==> src/rtl/ascii_uart_tx.sv <==
// ascii_uart_tx: 8N1 serial transmitter for an ASCII byte stream (optional even parity under UART_PARITY_EN).
// Latency: tx falls the cycle after char_valid&char_ready; frame = 10*CLKS_PER_BIT cycles (11* with parity).
// Backpressure: char_ready is high only in IDLE, so each frame is followed by exactly one IDLE cycle.
module ascii_uart_tx #(
    parameter int CLKS_PER_BIT = 87
) (
    input  logic       clk,
    input  logic       rst_n,
    input  logic [7:0] char_in,
    input  logic       char_valid,
    output logic       char_ready,
    output logic       tx,
    output logic       busy
);

    typedef enum logic [2:0] {
        IDLE,
        START,
        DATA,
`ifdef UART_PARITY_EN
        PARITY,
`endif
        STOP
    } state_t;

    // Last timer value of a bit period; the timer wraps to 0 after it.
    localparam logic [15:0] BIT_LAST = 16'(CLKS_PER_BIT - 1);

    state_t      state_q, state_d;
    logic [15:0] timer_q, timer_d;
    logic [2:0]  idx_q,   idx_d;
    logic [7:0]  shreg_q, shreg_d;
    logic        tx_q,    tx_d;
    logic        busy_q,  busy_d;
    logic        rdy_q,   rdy_d;
    logic        bit_end;

    assign bit_end = (timer_q == BIT_LAST);

    // Next-state, bit timing and registered-output decode.
    always_comb begin
        state_d = state_q;
        timer_d = timer_q + 16'd1;
        idx_d   = idx_q;
        shreg_d = shreg_q;

        case (state_q)
            IDLE: begin
                timer_d = '0;
                if (char_valid && rdy_q) begin
                    // The byte is captured here; char_in is not looked at again until IDLE.
                    shreg_d = char_in;
                    idx_d   = '0;
                    state_d = START;
                end
            end
            START: begin
                if (bit_end) begin
                    timer_d = '0;
                    idx_d   = '0;
                    state_d = DATA;
                end
            end
            DATA: begin
                if (bit_end) begin
                    timer_d = '0;
                    if (idx_q == 3'd7) begin
`ifdef UART_PARITY_EN
                        state_d = PARITY;
`else
                        state_d = STOP;
`endif
                    end else begin
                        idx_d = idx_q + 3'd1;
                    end
                end
            end
`ifdef UART_PARITY_EN
            PARITY: begin
                if (bit_end) begin
                    timer_d = '0;
                    state_d = STOP;
                end
            end
`endif
            STOP: begin
                if (bit_end) begin
                    timer_d = '0;
                    state_d = IDLE;
                end
            end
            default: begin
                timer_d = '0;
                state_d = IDLE;
            end
        endcase

        // Line level is decoded from the next state so tx is a clean flop output.
        case (state_d)
            START:   tx_d = 1'b0;
            DATA:    tx_d = shreg_d[idx_d];
`ifdef UART_PARITY_EN
            PARITY:  tx_d = ^shreg_d;
`endif
            default: tx_d = 1'b1;
        endcase

        busy_d = (state_d != IDLE);
        rdy_d  = (state_d == IDLE);
    end

    // State and output registers with synchronous active-low reset.
    always_ff @(posedge clk) begin
        if (!rst_n) begin
            state_q <= IDLE;
            timer_q <= '0;
            idx_q   <= '0;
            shreg_q <= '0;
            tx_q    <= 1'b1;
            busy_q  <= 1'b0;
            rdy_q   <= 1'b0;
        end else begin
            state_q <= state_d;
            timer_q <= timer_d;
            idx_q   <= idx_d;
            shreg_q <= shreg_d;
            tx_q    <= tx_d;
            busy_q  <= busy_d;
            rdy_q   <= rdy_d;
        end
    end

    // Ready is gated by rst_n so it is never seen high while reset is asserted.
    assign char_ready = rdy_q & rst_n;
    assign tx         = tx_q;
    assign busy       = busy_q;

endmodule

==> config.mk <==
export PLATFORM = sky130hd
export DESIGN_NAME = ascii_uart_tx
export DESIGN_NICKNAME = d
export VERILOG_FILES = /design/src/rtl/ascii_uart_tx.sv
export SDC_FILE = /design/constraint.sdc
export NUM_CORES = 1
export LEC_CHECK = 0
export CAP_MARGIN = 20
export CORE_MARGIN = 1.5
export CORE_UTILIZATION = 50
export CTS_BUF_LIST = sky130_fd_sc_hd__clkbuf_4 sky130_fd_sc_hd__clkbuf_8
export CTS_CLUSTER_SIZE = 30
export DETAILED_ROUTE_END_ITERATION = 8
export PLACE_DENSITY = 0.78
export SYNTH_ARGS = -nofsm -noshare
export SYNTH_HDL_FRONTEND = slang
export SYNTH_SLANG_ARGS = --single-unit
==> constraint.sdc <==
create_clock -name clk -period 5.9 [get_ports clk]
set_input_delay 0.885 -clock clk [delete_from_list [all_inputs] [get_ports clk]]
set_output_delay 0.885 -clock clk [all_outputs]
set_load 0.01 [all_outputs]
-- Word level (Yosys, flattened, before mapping)
Index checks and enable logic that the tools add are counted.
- reduce and logical (&&, ||, !) cells: 6
- order comparisons: 1
- muxes and demuxes: 16
- eq/ne operators: 7
- bitwise operators: 3
- add/sub/neg operators: 2
- operators with widths (operator ; count):
    3-bit two-way mux ; 9
    16-bit by 1-bit adder with 16-bit output (second input constant) ; 1
    16-bit by 7-bit equality test with 1-bit output (second input constant) ; 1
    8-bit two-way mux ; 2
    3-bit one-hot mux with 4 select lines ; 1
    3-bit by 2-bit equality test with 1-bit output (second input constant) ; 3
    3-bit one-hot mux with 3 select lines ; 1
    3-bit by 1-bit equality test with 1-bit output (second input constant) ; 2
    3-bit logical NOT ; 2
    3-bit OR reduction ; 2
    3-bit by 4-bit < comparator with 1-bit output (second input constant) ; 1
    3-bit by 1-bit adder with 3-bit output (second input constant) ; 1
    1-bit binary-select mux with 3-bit select ; 1
    3-bit equality test (second input constant) ; 1
    3-bit nonzero test ; 1
    1-bit inverter ; 2
    1-bit one-hot mux with 2 select lines ; 1
    1-bit bitwise AND ; 1
    1-bit logical AND ; 1
    1-bit two-way mux ; 1
- bits of input ports: 11
- output and inout port bits: 3
- register bits after elaboration: 33
- word-level logic and storage cells: 42

-- Longest topological paths before layout
Gate-level depths: netlist of the first run.
- word-level depth: 7
- depth in mapped cells: 9
- depth with buffers taken out: 9

-- Worst setup path after synthesis of the first run
Ideal clock, no wire load.
- path kind: input to register
- from: in char_valid
- to: reg tx_q, in the netlist tx
- data required time: 5826 ps
- buffers on the path: 0
- data arrival time: 2186 ps
- path slack: 3640 ps
- stages: 7
- setup time: 74 ps
- path through: and3b_1 a221o_1 o211ai_2 nor2_2 mux2i_1 a2111o_1 a31oi_1
- word-level cells in the longest chain between the ends: 6
- elaborated cells on any way between the ends: 12
- those cells by class: 2 x eq/ne; 9 x mux; 1 x reduce/logical
- RTL lines (what ; RTL line ; source):
    start, declared ; 10 ; input logic char_valid,
    1-bit logical AND (*) ; 50 ; if (char_valid && rdy_q) begin
    3-bit two-way mux / 8-bit two-way mux (equally long branches) ; 50 ;
    3-bit one-hot mux with 3 select lines / 8-bit two-way mux (equally long branches) ; 47 ; case (state_q)
    1-bit binary-select mux with 3-bit select ; 101 ; DATA: tx_d = shreg_d[idx_d];
    1-bit two-way mux (implied by the code) ; 101 ;
    1-bit one-hot mux with 2 select lines (*) ; 99 ; case (state_d)
    end signal, assigned ; 127 ; tx_q <= tx_d;
    end, declared ; 33 ; logic tx_q, tx_d;
Mark *: on every way between the ends. The rest lies on a longest branch, timed or not. The select of a mux whose other input is x is not followed.
A chain may end at the register's enable or synchronous reset.

-- Worst setup path in the final report of the first run
- from: in rst_n
- to: out char_ready
- word-level cells in the longest chain between the ends: 1
- RTL lines (what ; RTL line ; source):
    start, declared ; 8 ; input logic rst_n,
    1-bit bitwise AND ; 134 ; assign char_ready = rdy_q & rst_n;
    end, declared ; 11 ; output logic char_ready,
Every way passes these cells.

==> results of run 1 <==
-- power by group --
| part | switching (mW) | internal, mW | total [mW] | leakage (nW) |
|---|---|---|---|---|
| clock | 0.0715 | 0.0608 | 0.132 | 0.0348 |
| combinational | 0.0108 | 0.0123 | 0.0230 | 0.367 |
| sequential | 0.00240 | 0.226 | 0.228 | 0.267 |
-- logic make-up (layout without fill, tap and decap cells) --
kind of cell	count (synthesis)	in the layout
buffers and inverters	12	28
flip-flops	33	33
other	1	1
multiplexers	2	2
adder cells (fa/ha/maj)	3	3
XOR/XNOR	16	16
AO/OA/AOI/OAI	34	34
AND/OR/NAND/NOR	87	87
-- layout make-up --
cell class | count | area, sq um | area share (%)
Clock buffer | 7 | 58.81 | 3.169
Inverter | 7 | 26.28 | 1.416
Multi-Input combinational cell | 143 | 917.1 | 49.43
Sequential cell | 33 | 660.6 | 35.60
Tap cell | 44 | 55.05 | 2.967
Timing Repair Buffer | 14 | 137.6 | 7.417
-- worst register-to-register path, stage by stage (launching register included) --
cell and delay, ps:
dfxtp_1 360, nor4_2 390, nand4_2 260, nor3_1 400, nor2_2 110, mux2i_1 160, a2111o_1 430, a31oi_1 160
-- state kept, by name, indices dropped and copies added (netlist names) --
signal	count
state_q	3
idx_q	3
tx	1
busy	1
rdy_q	1
shreg_q	8
timer_q	16
-- metrics by stage --
step / instance area, sq um / std cells
after floorplan: 1625 / 188
final: 1856 / 248
after global placement: 1789 / 240
after CTS: 1848 / 247
after global routing: 1856 / 248
after detailed placement: 1789 / 240
-- per-layer routing --
layer | up-vias | part of all wire, % | GRT usage, %
met2 | 40 | 45 | 29.66
met1 | 633 | 45 | 26.95
li1 | 684 | - | -
met4 | 0 | 3.0 | 13.97
met3 | 11 | 6.1 | 6.061
met5 | - | 0 | 0
-- synthesized netlist by cell type (all sizes together) --
cell type   n
o211ai      1
and2b       1
a2111o      1
ha          3
a211oi      2
nand3b      1
and4b       1
nand3      11
a21oi       8
a211o       2
dfxtp      33
nor3        5
a21boi      8
buf         2
nor2b       3
nor2       25
conb        1
a221o       1
o211a       2
and2        3
and3b       1
and4        1
clkbuf      3
xnor2       6
or3         1
o221ai      1
nand4       6
nor4        1
a31oi       1
o21ai       4
xor2       10
inv         7
o21a        2
and3        4
mux2i       2
nor4b       1
o2111ai     1
nand2      22
-- worst paths after layout --
| check | endpoint | slack [ps] | depth (start not counted) |
|---|---|---|---|
| max | char_ready | 2720 | 3 |
| min | shreg_q[7] | 470 | 2 |
| max reg2reg | tx | 3580 | 7 |
| min reg2reg | shreg_q[7] | 470 | 2 |
-- placed cells by master, fill, tap and decap left out, types with 2 or more instances in the layout --
cell type,count
o21ai_0,4
a211o_1,2
and3_1,4
clkbuf_4,7
nor3_1,5
clkdlybuf4s50_1,13
nand3_1,11
o211a_1,2
dfxtp_1,33
nand2_1,22
nand4_1,5
a21boi_0,7
mux2i_1,2
ha_1,3
nor2b_1,3
o21a_1,2
nor2_1,24
xor2_1,10
a211oi_1,2
inv_1,7
xnor2_1,6
and2_1,3
a21oi_1,7
==> results.py, run 1 <==
metrics = {
    "clock_network": {
        "cts_setup_buffers": 0,
        "cts_resized": 0,
        "cts-buffers-inserted": 5,
        "cts_tree": "yes",
        "cts_root_buffer": "clkbuf_4",
        "clk_pin_slew_ps": 90,
        "cts_hold_buf": 0,
        "clockBufferDepth": 2,
        "cts_sinks": 33,
        "htreeDepth": 2,
        "clk-insertion-delay-late_ps": 330,
    },
    "cells_and_area": {
        "drive_above_1_share_pct": 8.824,
        "nets": 218,
        "syn_to_final_growth_pct": 14.16,
        "num_antenna_cells": 0,
        "fillCellCount": 277,
        "fin_util_pct": 60.28,
    },
    "global_route": {
        "grt_max_degree": 17,
        "antenna_found_initial": 0,
        "grt_pass1_wl_microns": 5395,
        "grt_pass1_vias": 1218,
        "gr-total-overflow": 0,
        "track_usage_pct": 20.80,
    },
    "worst_setup_path": {
        "worstPathMaxFanout": 14,
        "worst_r2r_startpoint": "timer_q[8]",
        "critPathTopFamily": "buffers and inverters",
        "critPathLaunchType": "input pin",
        "critPathLaunch": "rst_n",
        "critical_path_required_ps": 5020,
        "path_class": "in -> out",
        "endpoint_kind": "output pin",
        "max_stage_delay_ps": 700,
        "critPathMostFrequentCell": "clkdlybuf4s50_1",
        "worstPathCellList": "clkdlybuf4s50_1 > and2_1 > clkdlybuf4s50_1",
        "cp.buffers_inverters": 2,
        "crit_slowest_cell": "clkdlybuf4s50_1",
        "cp_data_arrival_time_ps": 2300,
    },
    "sta": {
        "post-route-period-util_pct": 53.91,
        "finalSetupTns_ps": 0,
        "max_freq_ghz": 0.3144,
        "min_period_ps": 3181,
        "finalHoldViolCount": 0,
        "tightest_slew_ps": 503.2,
        "drv_slew": 0,
        "fin_ws_ps": 2719,
        "holdWs_ps": 474.2,
        "rsz0062_at_grt": "no",
        "setup_violations": 0,
        "clock_skew_ps": 8.062,
        "slew_headroom_pct": 66.46,
    },
    "logic_synthesis": {
        "synth_top_area_share_pct": 40.65,
        "syn_inst": 188,
        "synth_top_family_by_area": "simple AND/OR/NAND/NOR gates",
        "synth_compound_gate_area_share_pct": 15.94,
        "synthMuxAreaShare_pct": 1.232,
        "yosysUniqueCellTypes": 42,
        "synthAdderAreaFrac_pct": 2.309,
        "synth_top_area_cell": "dfxtp_1",
        "ys_seq_elements": 33,
        "seq_area_frac_synth_pct": 40.65,
        "syn_avg_cell_area_sq_um": 8.645,
        "syn_area_sq_mm": 0.001625,
        "synth_xor_area_share_pct": 8.622,
        "synthSimpleGateAreaFrac_pct": 28.10,
        "ys_top_cells_by_area": "dfxtp_1 (41%), nor2_1 (5.5%), xor2_1 (5.4%), nand2_1 (5.1%), nand3_1 (3.4%)",
        "synth_nets": 202,
        "ys_warn_count": 0,
    },
    "detailed_routing": {
        "wl_microns": 3255,
        "dr.pass1.iters": 4,
        "wl_per_cell_microns": 13.13,
        "vias": 1368,
        "drc": 0,
        "viasPerCell": 5.516,
        "drtAntennaViolNets": 0,
        "drt_iter0_markers": 89,
    },
    "floorplan": {
        "core-area_sq_mm": 0.003078,
        "die_w_microns": 60.02,
        "die_h_microns": 60.02,
        "io_pins": 14,
        "floorplan.initialDensity_pct": 52.80,
        "dieArea_sq_mm": 0.003602,
        "rows": 20,
    },
    "hold_path": {
        "hold_path.class": "reg -> reg",
        "hold_start": "shreg_q[7]",
    },
    "place": {
        "gp_congestion": 0.8935,
        "numPortBuffers": 13,
        "post-place-ws_ps": 2631,
        "hpwlAfterDp_microns": 2435,
    },
    "pwr": {
        "ir_drop_uv": 150.1,
        "powerDensity_mw_per_mm2": 206.7,
        "power_mw": 0.3836,
        "p_leak_nw": 0.6690,
    },
    "job": {
        "max_cap_viol_count": 0,
    },
    "run_status": {
        "outcome": "completed",
    },
}
(Power assumes the default switching activity.)
==> inputs of run 2 (changes only) <==
==> constraint.sdc (replaced) <==
create_clock -name clk -period 3.2 [get_ports clk]
set_input_delay 0.48 -clock clk [delete_from_list [all_inputs] [get_ports clk]]
set_output_delay 0.48 -clock clk [all_outputs]
set_load 0.01 [all_outputs]
==> run 2 against run 1 <==
  * Non-clock buffer count up 1
  * Die area unchanged
  * Sequential cell count unchanged
  * Wire length up 0.28%
  * Register-to-register slack worse by 2700 ps
  * Setup slack worse by 1800 ps
  * Critical path depth up 4
  * Global-route usage up 0.23 points
  * Cell count up 0.40%
  * Critical endpoint is now tx
  * Clock skew down 0.69 ps
==> results.py, run 2 (same netlist as run 1, synthesis figures left out) <==
metrics = {
    "run_status": {
        "outcome": "completed",
    },
    "cells_and_area": {
        "layout_commonest_cell": "dfxtp_1",
        "fin_util_pct": 60.53,
        "top_regs": "timer_q x16, shreg_q x8",
        "syn_to_final_growth_pct": 14.63,
        "largest-register": "timer_q",
        "largest_reg_flops": 16,
        "num_antenna_cells": 0,
        "nets": 219,
        "fillCellCount": 274,
        "drive_above_1_share_pct": 9.268,
        "layout_common_cells": "dfxtp_1 (33), nor2_1 (24), nand2_1 (22)",
    },
    "clock_network": {
        "cts_hold_buf": 0,
        "clk-insertion-delay-late_ps": 330,
        "cts_root_buffer": "clkbuf_4",
        "cts_setup_buffers": 0,
        "cts_tree": "yes",
        "cts-buffers-inserted": 5,
        "clk_pin_slew_ps": 90,
        "cts_resized": 0,
        "clockBufferDepth": 2,
        "cts_sinks": 33,
        "htreeDepth": 2,
    },
    "sta": {
        "max_freq_ghz": 0.4346,
        "rsz0062_at_grt": "no",
        "post-route-period-util_pct": 71.91,
        "tightest_slew_ps": 509.4,
        "setup_violations": 0,
        "fin_ws_ps": 898.8,
        "clock_skew_ps": 7.371,
        "min_period_ps": 2301,
        "finalSetupTns_ps": 0,
        "drv_slew": 0,
        "slew_headroom_pct": 66.04,
        "finalHoldViolCount": 0,
    },
    "worst_setup_path": {
        "worstPathCellList": "nor4_2 > nand4_2 > nor3_1 > nor2_2 > mux2i_1 > a2111o_1 > a31oi_1",
        "cp_data_arrival_time_ps": 2570,
        "worstPathMaxFanout": 7,
        "endpoint_kind": "flop",
        "max_stage_delay_ps": 430,
        "critPathLaunchType": "flop",
        "critical_path_required_ps": 3460,
        "crit_slowest_cell": "a2111o_1",
        "path_class": "reg -> reg",
    },
    "pwr": {
        "p_leak_nw": 0.6743,
        "power_mw": 0.7030,
        "swShare_pct": 21.51,
        "p_seq_share_pct": 59.9,
        "ir_drop_uv": 254.7,
        "powerDensity_mw_per_mm2": 377.3,
        "power_frac_comb_pct": 6.2,
        "power.switching_mw": 0.1512,
        "power_frac_clock_pct": 34.0,
        "intPower_mw": 0.5518,
    },
    "global_route": {
        "antenna_found_initial": 0,
        "grt_max_degree": 17,
        "track_usage_pct": 21.03,
        "grt_pass1_vias": 1213,
        "grt_pass1_wl_microns": 5561,
        "gr-total-overflow": 0,
    },
    "detailed_routing": {
        "wl_microns": 3264,
        "drtAntennaViolNets": 0,
        "drt_iter0_markers": 80,
        "vias": 1333,
        "dr.pass1.iters": 4,
        "viasPerCell": 5.353,
        "drc": 0,
        "wl_per_cell_microns": 13.11,
    },
    "floorplan": {
        "die_w_microns": 60.02,
        "io_pins": 14,
        "core-area_sq_mm": 0.003078,
        "floorplan.initialDensity_pct": 52.80,
        "die_h_microns": 60.02,
        "rows": 20,
        "dieArea_sq_mm": 0.003602,
    },
    "place": {
        "gp_congestion": 0.9051,
        "numPortBuffers": 13,
        "post-place-ws_ps": 777.7,
        "hpwlAfterDp_microns": 2414,
    },
    "job": {
        "max_cap_viol_count": 0,
    },
    "hold_path": {
        "hold_path.class": "reg -> reg",
    },
}
==> run 2: routing by layer <==
layer | routed length (microns) | share of wire (%) | GRT usage (%)
met4 | 57 | 1.7 | 9.206
met5 | 0 | 0 | 0
met2 | 1421 | 44 | 30.12
met1 | 1620 | 50 | 28.61
met3 | 164 | 5.0 | 7.143
==> run 2: final cells by class <==
| class | count | area (sq um) | area share, % |
|---|---|---|---|
| timing repair buffer | 15 | 145.1 | 7.790 |
| inverter | 7 | 26.28 | 1.410 |
| multi-input combinational | 143 | 917.1 | 49.23 |
| tap | 44 | 55.05 | 2.955 |
| clock buffer | 7 | 58.81 | 3.156 |
| sequential | 33 | 660.6 | 35.46 |
==> run 2: power groups by stage <==
| stage | clock (mW) | combinational (mW) | sequential, mW |
|---|---|---|---|
| 2_1_floorplan | 0 | 0.0216 | 0.429 |
| 3_3_place_gp | 0 | 0.0421 | 0.430 |
| 3_5_place_dp | 0 | 0.0430 | 0.430 |
| 4_1_cts | 0.248 | 0.0432 | 0.421 |
| 5_1_grt | 0.268 | 0.0476 | 0.422 |
| 6_report | 0.239 | 0.0434 | 0.421 |
==> run 2: worst max-delay path: cells and delay by family (launching register included) <==
family             cells  cell delay, ps
DFF                    1             350
AOI/OAI and AO/OA      2             610
muxes                  1             140
and+or+nand+nor        4            1140
==> run 2: per-stage QoR <==
stage	cell area, sq um	hold slack (ps)	instances
after floorplan	1625	437.1	188
after global placement	1804	450.5	242
after detailed placement	1804	463.5	242
after CTS	1863	483.7	249
after global routing	1863	495.8	249
final	1863	475.4	249
==> run 2: worst paths after layout <==
kind	from	end	slack [ps]	depth (start not counted)
worst max-delay path	timer_q[8]	tx	900	7
worst min-delay path	shreg_q[3]	shreg_q[3]	480	2
worst max register to register	timer_q[8]	tx	900	7
worst min register to register	shreg_q[3]	shreg_q[3]	480	2
==> inputs of run 3 (changes only) <==
--- a/config.mk
+++ b/config.mk
@@ -11,7 +11,7 @@
 export CTS_BUF_LIST = sky130_fd_sc_hd__clkbuf_4 sky130_fd_sc_hd__clkbuf_8
 export CTS_CLUSTER_SIZE = 30
 export DETAILED_ROUTE_END_ITERATION = 8
-export PLACE_DENSITY = 0.78
+export PLACE_DENSITY = 0.8
 export SYNTH_ARGS = -nofsm -noshare
 export SYNTH_HDL_FRONTEND = slang
 export SYNTH_SLANG_ARGS = --single-unit
==> constraint.sdc (replaced) <==
create_clock -name clk -period 2.08 [get_ports clk]
set_input_delay 0.312 -clock clk [delete_from_list [all_inputs] [get_ports clk]]
set_output_delay 0.312 -clock clk [all_outputs]
set_load 0.01 [all_outputs]
==> run 3 against run 2 <==
  * Register-to-register slack lost 900 ps
  * Clock power is 62% higher
  * Utilization up 5.8 points
  * Setup slack lost 900 ps
  * Clock skew grew 3.9 ps
  * Sequential share of layout area decreased by 2.8 points
  * Sequential cell count is the same
  * Cell count increased by 4.8%
  * Worst hold slack better by 2.2 ps
  * Critical path depth up 1
  * Critical path type unchanged
==> results.py, run 3 (same netlist as run 1, synthesis figures left out) <==
metrics = {
    "sta": {
        "slew_headroom_pct": 66.56,
        "setup_violations": 0,
        "finalHoldViolCount": 0,
        "min_period_ps": 2077,
        "post-route-period-util_pct": 99.84,
        "tightest_slew_ps": 497.7,
        "clock_skew_ps": 11.30,
        "finalSetupTns_ps": 0,
        "max_freq_ghz": 0.4815,
        "drv_slew": 0,
    },
    "floorplan": {
        "io_pins": 14,
        "rows": 20,
        "floorplan.initialDensity_pct": 52.80,
        "die_h_microns": 60.02,
        "die_w_microns": 60.02,
        "dieArea_sq_mm": 0.003602,
        "core-area_sq_mm": 0.003078,
    },
    "hold_path": {
        "hold_path.class": "reg -> reg",
    },
    "clock_network": {
        "cts_hold_buf": 0,
        "cts_sinks": 33,
        "cts-buffers-inserted": 5,
        "cts_root_buffer": "clkbuf_4",
        "clk-insertion-delay-late_ps": 340,
        "clockBufferDepth": 2,
        "htreeDepth": 2,
        "clk_pin_slew_ps": 100,
        "cts_setup_buffers": 0,
        "cts_tree": "yes",
    },
    "detailed_routing": {
        "drt_iter0_markers": 58,
        "viasPerCell": 5.579,
        "vias": 1456,
        "dr.pass1.iters": 4,
        "drc": 0,
        "wl_per_cell_microns": 14.29,
        "wl_microns": 3730,
        "drtAntennaViolNets": 0,
    },
    "worst_setup_path": {
        "ff2ff_path_depth": 8,
        "worst_r2r_startpoint": "idx_q[0]",
        "endpoint_kind": "flop",
        "reg2reg_slack_ps": 3,
        "cp.buffers_inverters": 0,
        "crit_path_end": "tx",
        "critPathLaunch": "idx_q[0]",
        "max_stage_delay_ps": 410,
        "r2r-end": "tx",
        "critPathLaunchType": "flop",
        "worstPathMaxFanout": 6,
        "path_class": "reg -> reg",
        "critPathTopFamily": "compound AO/OA/AOI/OAI gates",
        "crit_slowest_cell": "or3_4",
        "critical_path_required_ps": 2350,
        "worstPathCellList": "ha_1 > nand2_1 > nand3_2 > or3_4 > a21boi_2 > a211oi_2 > a2111o_1 > a31oi_1",
        "cp_data_arrival_time_ps": 2340,
        "cp.depth": 8,
    },
    "cells_and_area": {
        "fin_util_pct": 66.30,
        "largest_reg_flops": 16,
        "layout_commonest_cell": "dfxtp_1",
        "fillCellCount": 254,
        "layout_common_cells": "dfxtp_1 (29), nor2_1 (23), nand2_1 (22)",
        "nets": 231,
        "top_regs": "timer_q x16, shreg_q x8",
        "largest-register": "timer_q",
        "drive_above_1_share_pct": 20.28,
        "syn_to_final_growth_pct": 25.56,
        "num_antenna_cells": 0,
    },
    "place": {
        "hpwlAfterDp_microns": 2672,
        "gp_congestion": 0.8990,
        "numPortBuffers": 13,
    },
    "global_route": {
        "track_usage_pct": 22.76,
        "antenna_found_initial": 0,
        "gr-total-overflow": 0,
        "grt_max_degree": 17,
        "grt_pass1_wl_microns": 6030,
        "grt_pass1_vias": 1419,
    },
    "job": {
        "max_cap_viol_count": 0,
    },
    "pwr": {
        "power_mw": 1.106,
        "ir_drop_uv": 339.7,
        "p_leak_nw": 0.7432,
        "powerDensity_mw_per_mm2": 542.1,
    },
    "run_status": {
        "outcome": "completed",
    },
}
-- run 3: layout make-up --
class	instances	area, sq um	area share, %
Clock buffer	7	58.81	2.882
Inverter	7	26.28	1.288
Multi-Input combinational cell	143	996.0	48.80
Sequential cell	33	665.6	32.62
Tap cell	44	55.05	2.698
Timing Repair Buffer	27	239.0	11.71
-- run 3: metal layers --
layer / track usage [%] / routed length, microns / vias up
met5: 0 / 0 / -
met4: 13.33 / 135 / 0
met3: 7.576 / 204 / 14
met2: 38.20 / 1904 / 34
met1: 24.73 / 1486 / 699
li1: - / - / 709
-- run 3: where the power goes --
| group | switching, mW | internal [mW] |
|---|---|---|
| Clock | 0.213 | 0.173 |
| Sequential | 0.00759 | 0.641 |
| Combinational | 0.0323 | 0.0395 |
-- run 3: through the flow --
step / cells / cell area [sq um] / setup slack [ps] / hold slack, ps
2_1_floorplan: 188 / 1625 / 108.6 / 437.1
3_3_place_gp: 254 / 1894 / -64.96 / 454.3
3_5_place_dp: 254 / 1894 / -151.1 / 466.9
4_1_cts: 261 / 1964 / 7.147 / 482.8
5_1_grt: 261 / 2041 / -42.81 / 506.1
6_report: 261 / 2041 / 3.346 / 477.7
-- run 3: worst min-delay path by stage --
stage               start    endpoint  slack (ps)  cells after the start
2_1_floorplan  timer_q[0]  timer_q[0]         440                      1
3_3_place_gp   shreg_q[7]  shreg_q[7]         450                      2
3_5_place_dp   shreg_q[7]  shreg_q[7]         470                      2
4_1_cts        shreg_q[5]  shreg_q[5]         480                      2
5_1_grt        shreg_q[1]  shreg_q[1]         510                      2
6_report       shreg_q[5]  shreg_q[5]         480                      2
-- run 3: worst register-to-register path, stage by stage, from the launching register on --
cell and delay [ps]:
dfxtp_2 380, ha_1 230, nand2_1 150, nand3_2 140
or3_4 410, a21boi_2 150, a211oi_2 60, a2111o_1 340
a31oi_1 150
-- run 3: what timing repair did --
| item | CTS | global route |
|---|---|---|
| pin swaps | 1 | 5 |
| gates resized for setup | 4 | 17 |
| gates cloned | 0 | 0 |
| setup endpoints to repair | 1 | 1 |
